$ cat config.mk
export PLATFORM = sky130hd
export DESIGN_NAME = note_lane_scheduler
export DESIGN_NICKNAME = d
export VERILOG_FILES = /design/src/rtl/tatsujin_pkg.sv /design/src/rtl/note_lane_scheduler_square_scan.sv /design/src/rtl/note_lane_scheduler.sv
export SDC_FILE = /design/constraint.sdc
export NUM_CORES = 1
export LEC_CHECK = 0
export BUFFER_PORTS_ARGS = -buffer_cell sky130_fd_sc_hd__buf_2
export CAP_MARGIN = 10
export CORE_ASPECT_RATIO = 0.6
export CORE_MARGIN = 5
export CORE_UTILIZATION = 55
export DETAILED_ROUTE_END_ITERATION = 7
export PLACE_DENSITY = 0.9
export SLEW_MARGIN = 25
export SYNTH_ARGS = -nofsm -noshare
export SYNTH_HDL_FRONTEND = slang
export SYNTH_SLANG_ARGS = --single-unit
$ cat constraint.sdc
create_clock -name CLOCK_50 -period 3.23 [get_ports CLOCK_50]
set_clock_uncertainty 0.15 [all_clocks]
set_input_delay 0.646 -clock CLOCK_50 [delete_from_list [all_inputs] [get_ports CLOCK_50]]
set_output_delay 0.646 -clock CLOCK_50 [all_outputs]
set_load 0.05 [all_outputs]
$ cat src/rtl/tatsujin_pkg.sv
// tatsujin_pkg: colour constants, VGA coordinate widths and scheduler state encoding
package tatsujin_pkg;
   localparam int X_W = 8;
   localparam int Y_W = 7;
   localparam logic [2:0] COL_BLACK  = 3'b000;
   localparam logic [2:0] COL_RED    = 3'b100;
   localparam logic [2:0] COL_YELLOW = 3'b110;
   localparam logic [2:0] COL_WHITE  = 3'b111;
   typedef enum logic [1:0] {IDLE = 2'd0, DRAW = 2'd1, FINISH = 2'd2} sched_state_t;
endpackage

$ cat src/rtl/note_lane_scheduler_square_scan.sv
// square_scan: dx-fastest raster counter over one SQ x SQ square
module square_scan #(
   parameter int SQ = 4
) (
   input  logic                                clk,
   input  logic                                clear,
   input  logic                                advance,
   output logic [(SQ > 1 ? $clog2(SQ) : 1)-1:0] dx,
   output logic [(SQ > 1 ? $clog2(SQ) : 1)-1:0] dy,
   output logic                                last
);
   localparam int W = SQ > 1 ? $clog2(SQ) : 1;
   assign last = (dx == W'(SQ - 1)) && (dy == W'(SQ - 1));
   always_ff @(posedge clk) begin
      if (clear) begin
         dx <= '0;
         dy <= '0;
      end else if (advance) begin
         dx <= dx + W'(1);
         if (dx == W'(SQ - 1)) dy <= dy + W'(1);
      end
   end
endmodule

$ cat src/rtl/note_lane_scheduler.sv
// note_lane_scheduler: per-tick repaint of all note slots as SQ x SQ squares, one pixel per clock.
// NOTE_SCHED_MARKER_EN adds a white judgement-target square left of slot 0.
module note_lane_scheduler
   import tatsujin_pkg::*;
#(
   parameter int SLOTS = 10,
   parameter int SQ    = 4,
   parameter int X0    = 20,
   parameter int Y0    = 58,
   parameter int PITCH = 12
) (
   input  logic             CLOCK_50,
   input  logic             resetn,
   input  logic             tick,
   input  logic [SLOTS-1:0] red_seq,
   input  logic [SLOTS-1:0] yellow_seq,
   output logic [X_W-1:0]   x,
   output logic [Y_W-1:0]   y,
   output logic [2:0]       colour,
   output logic             plot,
   output logic             busy,
   output logic             done
);
`ifdef NOTE_SCHED_MARKER_EN
   localparam int MARK = 1;
`else
   localparam int MARK = 0;
`endif
   localparam int NS = SLOTS + MARK;
   localparam int SW = $clog2(NS + 1);
   localparam int QW = SQ > 1 ? $clog2(SQ) : 1;
   if (X0 + (SLOTS - 1) * PITCH + SQ - 1 > 159 || Y0 + SQ - 1 > 119 || (MARK == 1 && X0 < PITCH))
   begin : g_bad_geometry
      $fatal(1, "note_lane_scheduler: note lane does not fit the 160x120 frame");
   end
   sched_state_t     state;
   logic             pending, flush, sq_last, start, advance, marker;
   logic [SW-1:0]    slot;
   logic [SLOTS-1:0] red_s, yel_s, red_sh, yel_sh;
   logic [QW-1:0]    dx, dy;
   logic [X_W-1:0]   px;
   logic [Y_W-1:0]   py;
   logic [2:0]       pc;
   assign busy    = state != IDLE;
   assign done    = state == FINISH;
   assign start   = (tick && state == IDLE) || (state == FINISH && (pending || tick));
   assign advance = state == DRAW && !flush;
   square_scan #(.SQ(SQ)) u_scan (
      .clk     (CLOCK_50),
      .clear   (start),
      .advance (advance),
      .dx      (dx),
      .dy      (dy),
      .last    (sq_last)
   );
   always_comb begin
      red_sh = red_s >> slot;
      yel_sh = yel_s >> slot;
      marker = MARK == 1 && slot == SW'(SLOTS);
      px     = marker ? X_W'(X0 - PITCH + int'(dx)) : X_W'(X0 + int'(slot) * PITCH + int'(dx));
      py     = Y_W'(Y0 + int'(dy));
      pc     = marker ? COL_WHITE : red_sh[0] ? COL_RED : yel_sh[0] ? COL_YELLOW : COL_BLACK;
   end
   // flush spends one cycle after the last pixel so done trails the final plot by one cycle
   always_ff @(posedge CLOCK_50) begin
      if (!resetn) begin
         state   <= IDLE;
         pending <= 1'b0;
         flush   <= 1'b0;
         slot    <= '0;
         red_s   <= '0;
         yel_s   <= '0;
         x       <= '0;
         y       <= '0;
         colour  <= '0;
         plot    <= 1'b0;
      end else begin
         plot <= advance;
         if (advance) begin
            x      <= px;
            y      <= py;
            colour <= pc;
         end
         if (start) begin
            state <= DRAW;
            red_s <= red_seq;
            yel_s <= yellow_seq;
            slot  <= '0;
            flush <= 1'b0;
         end else if (state == DRAW) begin
            if (flush) state <= FINISH;
            else if (sq_last) begin
               slot  <= slot + SW'(1);
               flush <= slot == SW'(NS - 1);
            end
         end else if (state == FINISH) state <= IDLE;
         pending <= (state == FINISH) ? 1'b0 : (pending || (busy && tick));
      end
   end
endmodule

# --- Yosys cells after proc, flatten, opt, wreduce, memory -nomap -nowiden ---
# Index checks and enable logic that the tools add are counted.
word_totals:
  regBits: 51
  latch_bits: 0
  mem_bits_rw: 0
  romBits: 0
  wordCells: 58
  n_memories: 0
classes:
  add_sub_neg: 6
  n_mul: 1
  n_div: 0
  n_lt_le_gt_ge: 0
  n_eq_ne: 7
  n_shift: 2
  n_mux: 8
  bitwise_logic: 2
  n_reduce_logical: 19
ops:
  columns: ["cell", "count"]
  rows:
  - ["10-bit by 4-bit >> shifter with 1-bit output", 2]
  - ["5-bit by 8-bit adder with 8-bit output, first input constant", 1]
  - ["8-bit by 2-bit adder with 8-bit output", 1]
  - ["6-bit by 2-bit adder with 7-bit output, first input constant", 1]
  - ["2-bit equality test, second input constant", 3]
  - ["4-bit by 2-bit multiplier with 6-bit output, second input constant", 1]
  - ["2-bit two-way mux", 3]
  - ["3-bit two-way mux", 2]
  - ["2-bit AND reduction", 3]
  - ["1-bit logical AND", 5]
  - ["2-bit by 1-bit adder with 2-bit output, second input constant", 2]
  - ["4-bit by 1-bit adder with 4-bit output, second input constant", 1]
  - ["4-bit equality test, second input constant", 1]
  - ["2-bit nonzero test", 2]
  - ["2-bit OR reduction", 2]
  - ["1-bit logical OR", 3]
  - ["1-bit two-way mux", 3]
  - ["3-bit != test, second input constant", 1]
  - ["3-bit AND reduction", 1]
  - ["3-bit nonzero test", 1]
  - ["2-bit by 1-bit equality test with 1-bit output, second input constant", 1]
  - ["2-bit zero test", 1]
  - ["2-bit != test, second input constant", 1]
  - ["1-bit NOT", 2]
  - ["1-bit zero test", 1]

# --- Longest topological paths before layout ---
logic_depth:
  ltp_word: 5
  mapped_depth: 8
  ltp_nobuf: 7

# --- Modules after synthesis ---
# A second synthesis with hierarchy kept.
hier_totals:
  cells_unflattened: 264
  area_unflattened_um2: 2268.4
by_module_without_submodules:
  columns: ["mod", "instances", "cells_each", "area_each_um2", "seq_area_each_um2"]
  rows:
  - ["note_lane_scheduler", 1, 246, 2073.2, 860.8]
  - ["square_scan", 1, 18, 195.2, 80.1]

# --- Worst setup path before layout ---
# No wires, ideal clock.
synth_path:
  path_type: "register to register"
  startpoint: "register slot[0]"
  endpoint: "register x[6]"
  setup_time_ps: 86
  arrival_time_ps: 1874
  required_ps: 2994
  path_slack_ps: 1121
  path_stages_with_launch: 8
  n_path_buf: 0
  period_less_slack_ps: 2109
  cell_sequence: "dfxtp_1 -> ha_1 -> fa_1 -> xnor2_1 -> o21ai_0 -> xnor2_1 -> xnor2_1 -> a211oi_1"
synth_via:
  elab_chain_cells: 3
synth_lines:
  columns: ["item", "line", "source"]
  rows:
  - ["start: declaration", "note_lane_scheduler.sv:38", "logic [SW-1:0] slot;"]
  - ["start signal: assignment", "note_lane_scheduler.sv:93", "slot <= slot + SW'(1);"]
  - ["4-bit by 2-bit multiplier with 6-bit output", "note_lane_scheduler.sv:60", "px = marker ? X_W'(X0 - PITCH + int'(dx)) : X_W'(X0 + int'(slot) * PITCH + int'(dx));"]
  - ["5-bit by 8-bit adder with 8-bit output", "note_lane_scheduler.sv:60", null]
  - ["8-bit by 2-bit adder with 8-bit output", "note_lane_scheduler.sv:60", null]
  - ["end signal: assignment", "note_lane_scheduler.sv:80", "x <= px;"]
  - ["end: declaration", "note_lane_scheduler.sv:17", "output logic [X_W-1:0] x,"]
# Every way passes these cells.
# A chain may end at the register's enable or synchronous reset.

# --- Worst setup path after layout ---
layout_path:
  startpoint: "register slot[1]"
  endpoint: "register x[7]"
# The elaborated chain is that of the path after synthesis.

==> summary.md <==
| Metric | Value |
|---|---|
| Synth Area per Inst | `8.33 sq um` |
| Crit. End Element | `register` |
| Setup TNS Final | `0 ns` |
| GRT overflow | `0` |
| Max Clk Rate | `417 MHz` |
| Die Wd | `91.0 microns` |
| Starting Density | `58.2%` |
| Layout Utilization | `66.6%` |
| I/O Buffers | `41` |
| Longest Clk Path Bufs | `2` |
| Initial antenna violation count | `0` |
| Critical path arrival | `2.47 ns` |
| Max Slew Vio Count | `0` |
| First-pass GRT wire length | `7.56 mm` |
| DRT antenna net count | `0` |
| Largest net degree at the start of global routing | `24` |
| WL final | `4.49 mm` |
| Place WS | `0.890 ns` |
| Pre-antenna DRT Iters | `4` |
| Actual slew at the worst max-slew pin | `0.747 ns` |
| Final Setup Violations | `0` |
| Max-slew headroom | `50.0%` |
| Post-DP HPWL | `3.37 mm` |
| Final Wtd Congestion | `0.935` |
| Pwr Density | `509 mW/mm^2` |
| Status | `finished clean` |
| Most common cell after layout, fill and taps aside | `nand2_1` |
| GR Layer Usage met1 | `23.0%` |
| Post-CTS Setup Inserts | `0` |
| RSZ-0062 raised after global routing | `false` |
| Synth unique cells | `42` |
| Area growth syn-to-layout | `14.6%` |
| PnR worst setup slack | `0.831 ns` |
| Core ar. | `0.00372 sq mm` |
| CTS Sinks | `47` |
| Crit path max fanout | `11` |
| Total track usage | `17.5%` |
| GR Util met3 | `5.11%` |
| CTS tree | `done` |
| Number of max-cap violations | `0` |
| Leakage | `1.03 nW` |
| Number of remaining DRC errors | `0` |
| Met2 GRT Util | `28.5%` |
| Number of synthesized flops with an enable pin | `0` |
| Post-synthesis sequential area ratio | `43.5%` |
| Vias per inst | `5.28` |
| Fin area | `0.00248 sq mm` |
| Total CTS buffers | `5` |
| Final Cycle Share | `74.3%` |
| Post-synthesis sequential element count | `47` |
| Post-synth top flop | `dfxtp_1` |
| Post-CTS resize count | `0` |
| Htree depth | `2` |
| Vias in the first global route | `1718` |
| Async SR Flop Fraction | `0%` |
| Dpl cell area | `0.00236 sq mm` |
| Final min period | `2.40 ns` |
| Core Rows | `17` |
| # IOs | `44` |
| Final Hold Viols | `0` |
| Clock root buffer | `clkbuf_8` |
| Hold Crit Class | `register to register` |
| Maximum VDD drop | `0.332 mV` |
| Mapped Cells | `260` |
| Clk Latency, worst-skew pair | `0.30 ns` |
| Crit path kind | `register to register` |
| GRT busiest layer | `met2` |
| Ant diodes | `0` |
| Post-Syn Area | `0.00216 sq mm` |
| Die area | `0.00533 sq mm` |
| Die H | `58.6 microns` |
| Hold_buf cts | `0` |
| Share of cells above drive strength 1 | `20.3%` |
| Vias after detailed routing | `1806` |
| Synthesis warning total | `0` |
| Critical Path RT | `3.31 ns` |
| WL/cell | `13.1 microns` |
| DRT iter0 DRCs | `94` |
| Clock transition at path regs | `0.09 ns` |
| Startpoint types | `register` |
| Nets | `326` |
| Most frequent cells in the layout | `nand2_1 (62), dfxtp_1 (47), buf_2 (41)` |
[synthesized netlist by cell type (all sizes together), types with 2 or more instances]
master  instances  share of area, %
a211oi          3               1.0
a21oi          37               8.6
a31oi           3              0.87
and3            2              0.58
buf            10               3.3
clkbuf         10               1.8
dfxtp          47                43
ha              8               4.6
inv             5              0.87
mux2i           6               2.8
mux4            2               2.3
nand2          62                11
nand3           4              0.92
nor2           18               3.1
nor2b           4               1.5
o21ai           8               1.8
o22ai           2              0.58
or2             3              0.87
xnor2           9               3.6
xor2            2              0.81
[registers in the layout, summed over array words and instances (netlist names)]
register	cells
red_s	10
yel_s	10
x	8
slot	4
y	4
colour	2
state	2
u_scan.dx	2
u_scan.dy	2
flush	1
pending	1
plot	1
[routing by layer]
layer | wire [microns] | vias up
met5 | 0 | -
li1 | - | 932
met4 | 25 | 0
met2 | 2050 | 36
met1 | 2160 | 834
met3 | 254 | 4
[final timing paths]
path,start,end,slack [ns],depth (start not counted)
max,slot[1],x[7],0.83,6
min,x[3],x[3],0.30,2
max reg2reg,slot[1],x[7],0.83,6
min reg2reg,x[3],x[3],0.30,2
[worst max-delay path, stage by stage (launching register included)]
cell     delay (ns)
dfxtp_1        0.59
ha_1           0.30
fa_1           0.51
o21ai_1        0.20
o21ai_0        0.11
a211o_1        0.31
a31oi_1        0.17
[cell type report]
cell class,instances,area (sq um)
clock inverters,3,47.5
inverters,6,22.5
clock buffers,5,68.8
flip-flops and latches,47,941
repair buffers,46,243
well taps,47,58.8
fillers,288,1240
multi-input cells,188,1100
[kinds of logic (layout without fill, tap and decap cells)]
group | Yosys count | count (layout) | synth area share, %
muxes | 8 | 8 | 5.03
xor gates and xnor gates | 11 | 11 | 4.45
and+or+nand+nor | 97 | 97 | 19.2
AOI/OAI and AO/OA | 61 | 61 | 16.0
other | 1 | 2 | 0.173
DFF | 47 | 47 | 43.5
adders and majority gates | 9 | 9 | 5.55
buffers and inverters | 26 | 60 | 6.18
[power by group]
group          internal [W]  switching (W)  leakage, nW
registers          0.000614      0.0000215        0.384
logic             0.0000572       0.000131        0.582
clock network      0.000235       0.000203       0.0587
total              0.000906       0.000355         1.03
[metrics by stage]
stage,total power [W],hold slack [ns],cells
finish,0.00126,0.305,342
global route,0.00131,0.328,342
floorplan,0.000790,0.282,261
CTS,0.00127,0.306,342
global placement,0.000832,0.289,334
detailed placement,0.000838,0.294,334
No activity file was read; power rests on OpenSTA's default activity.
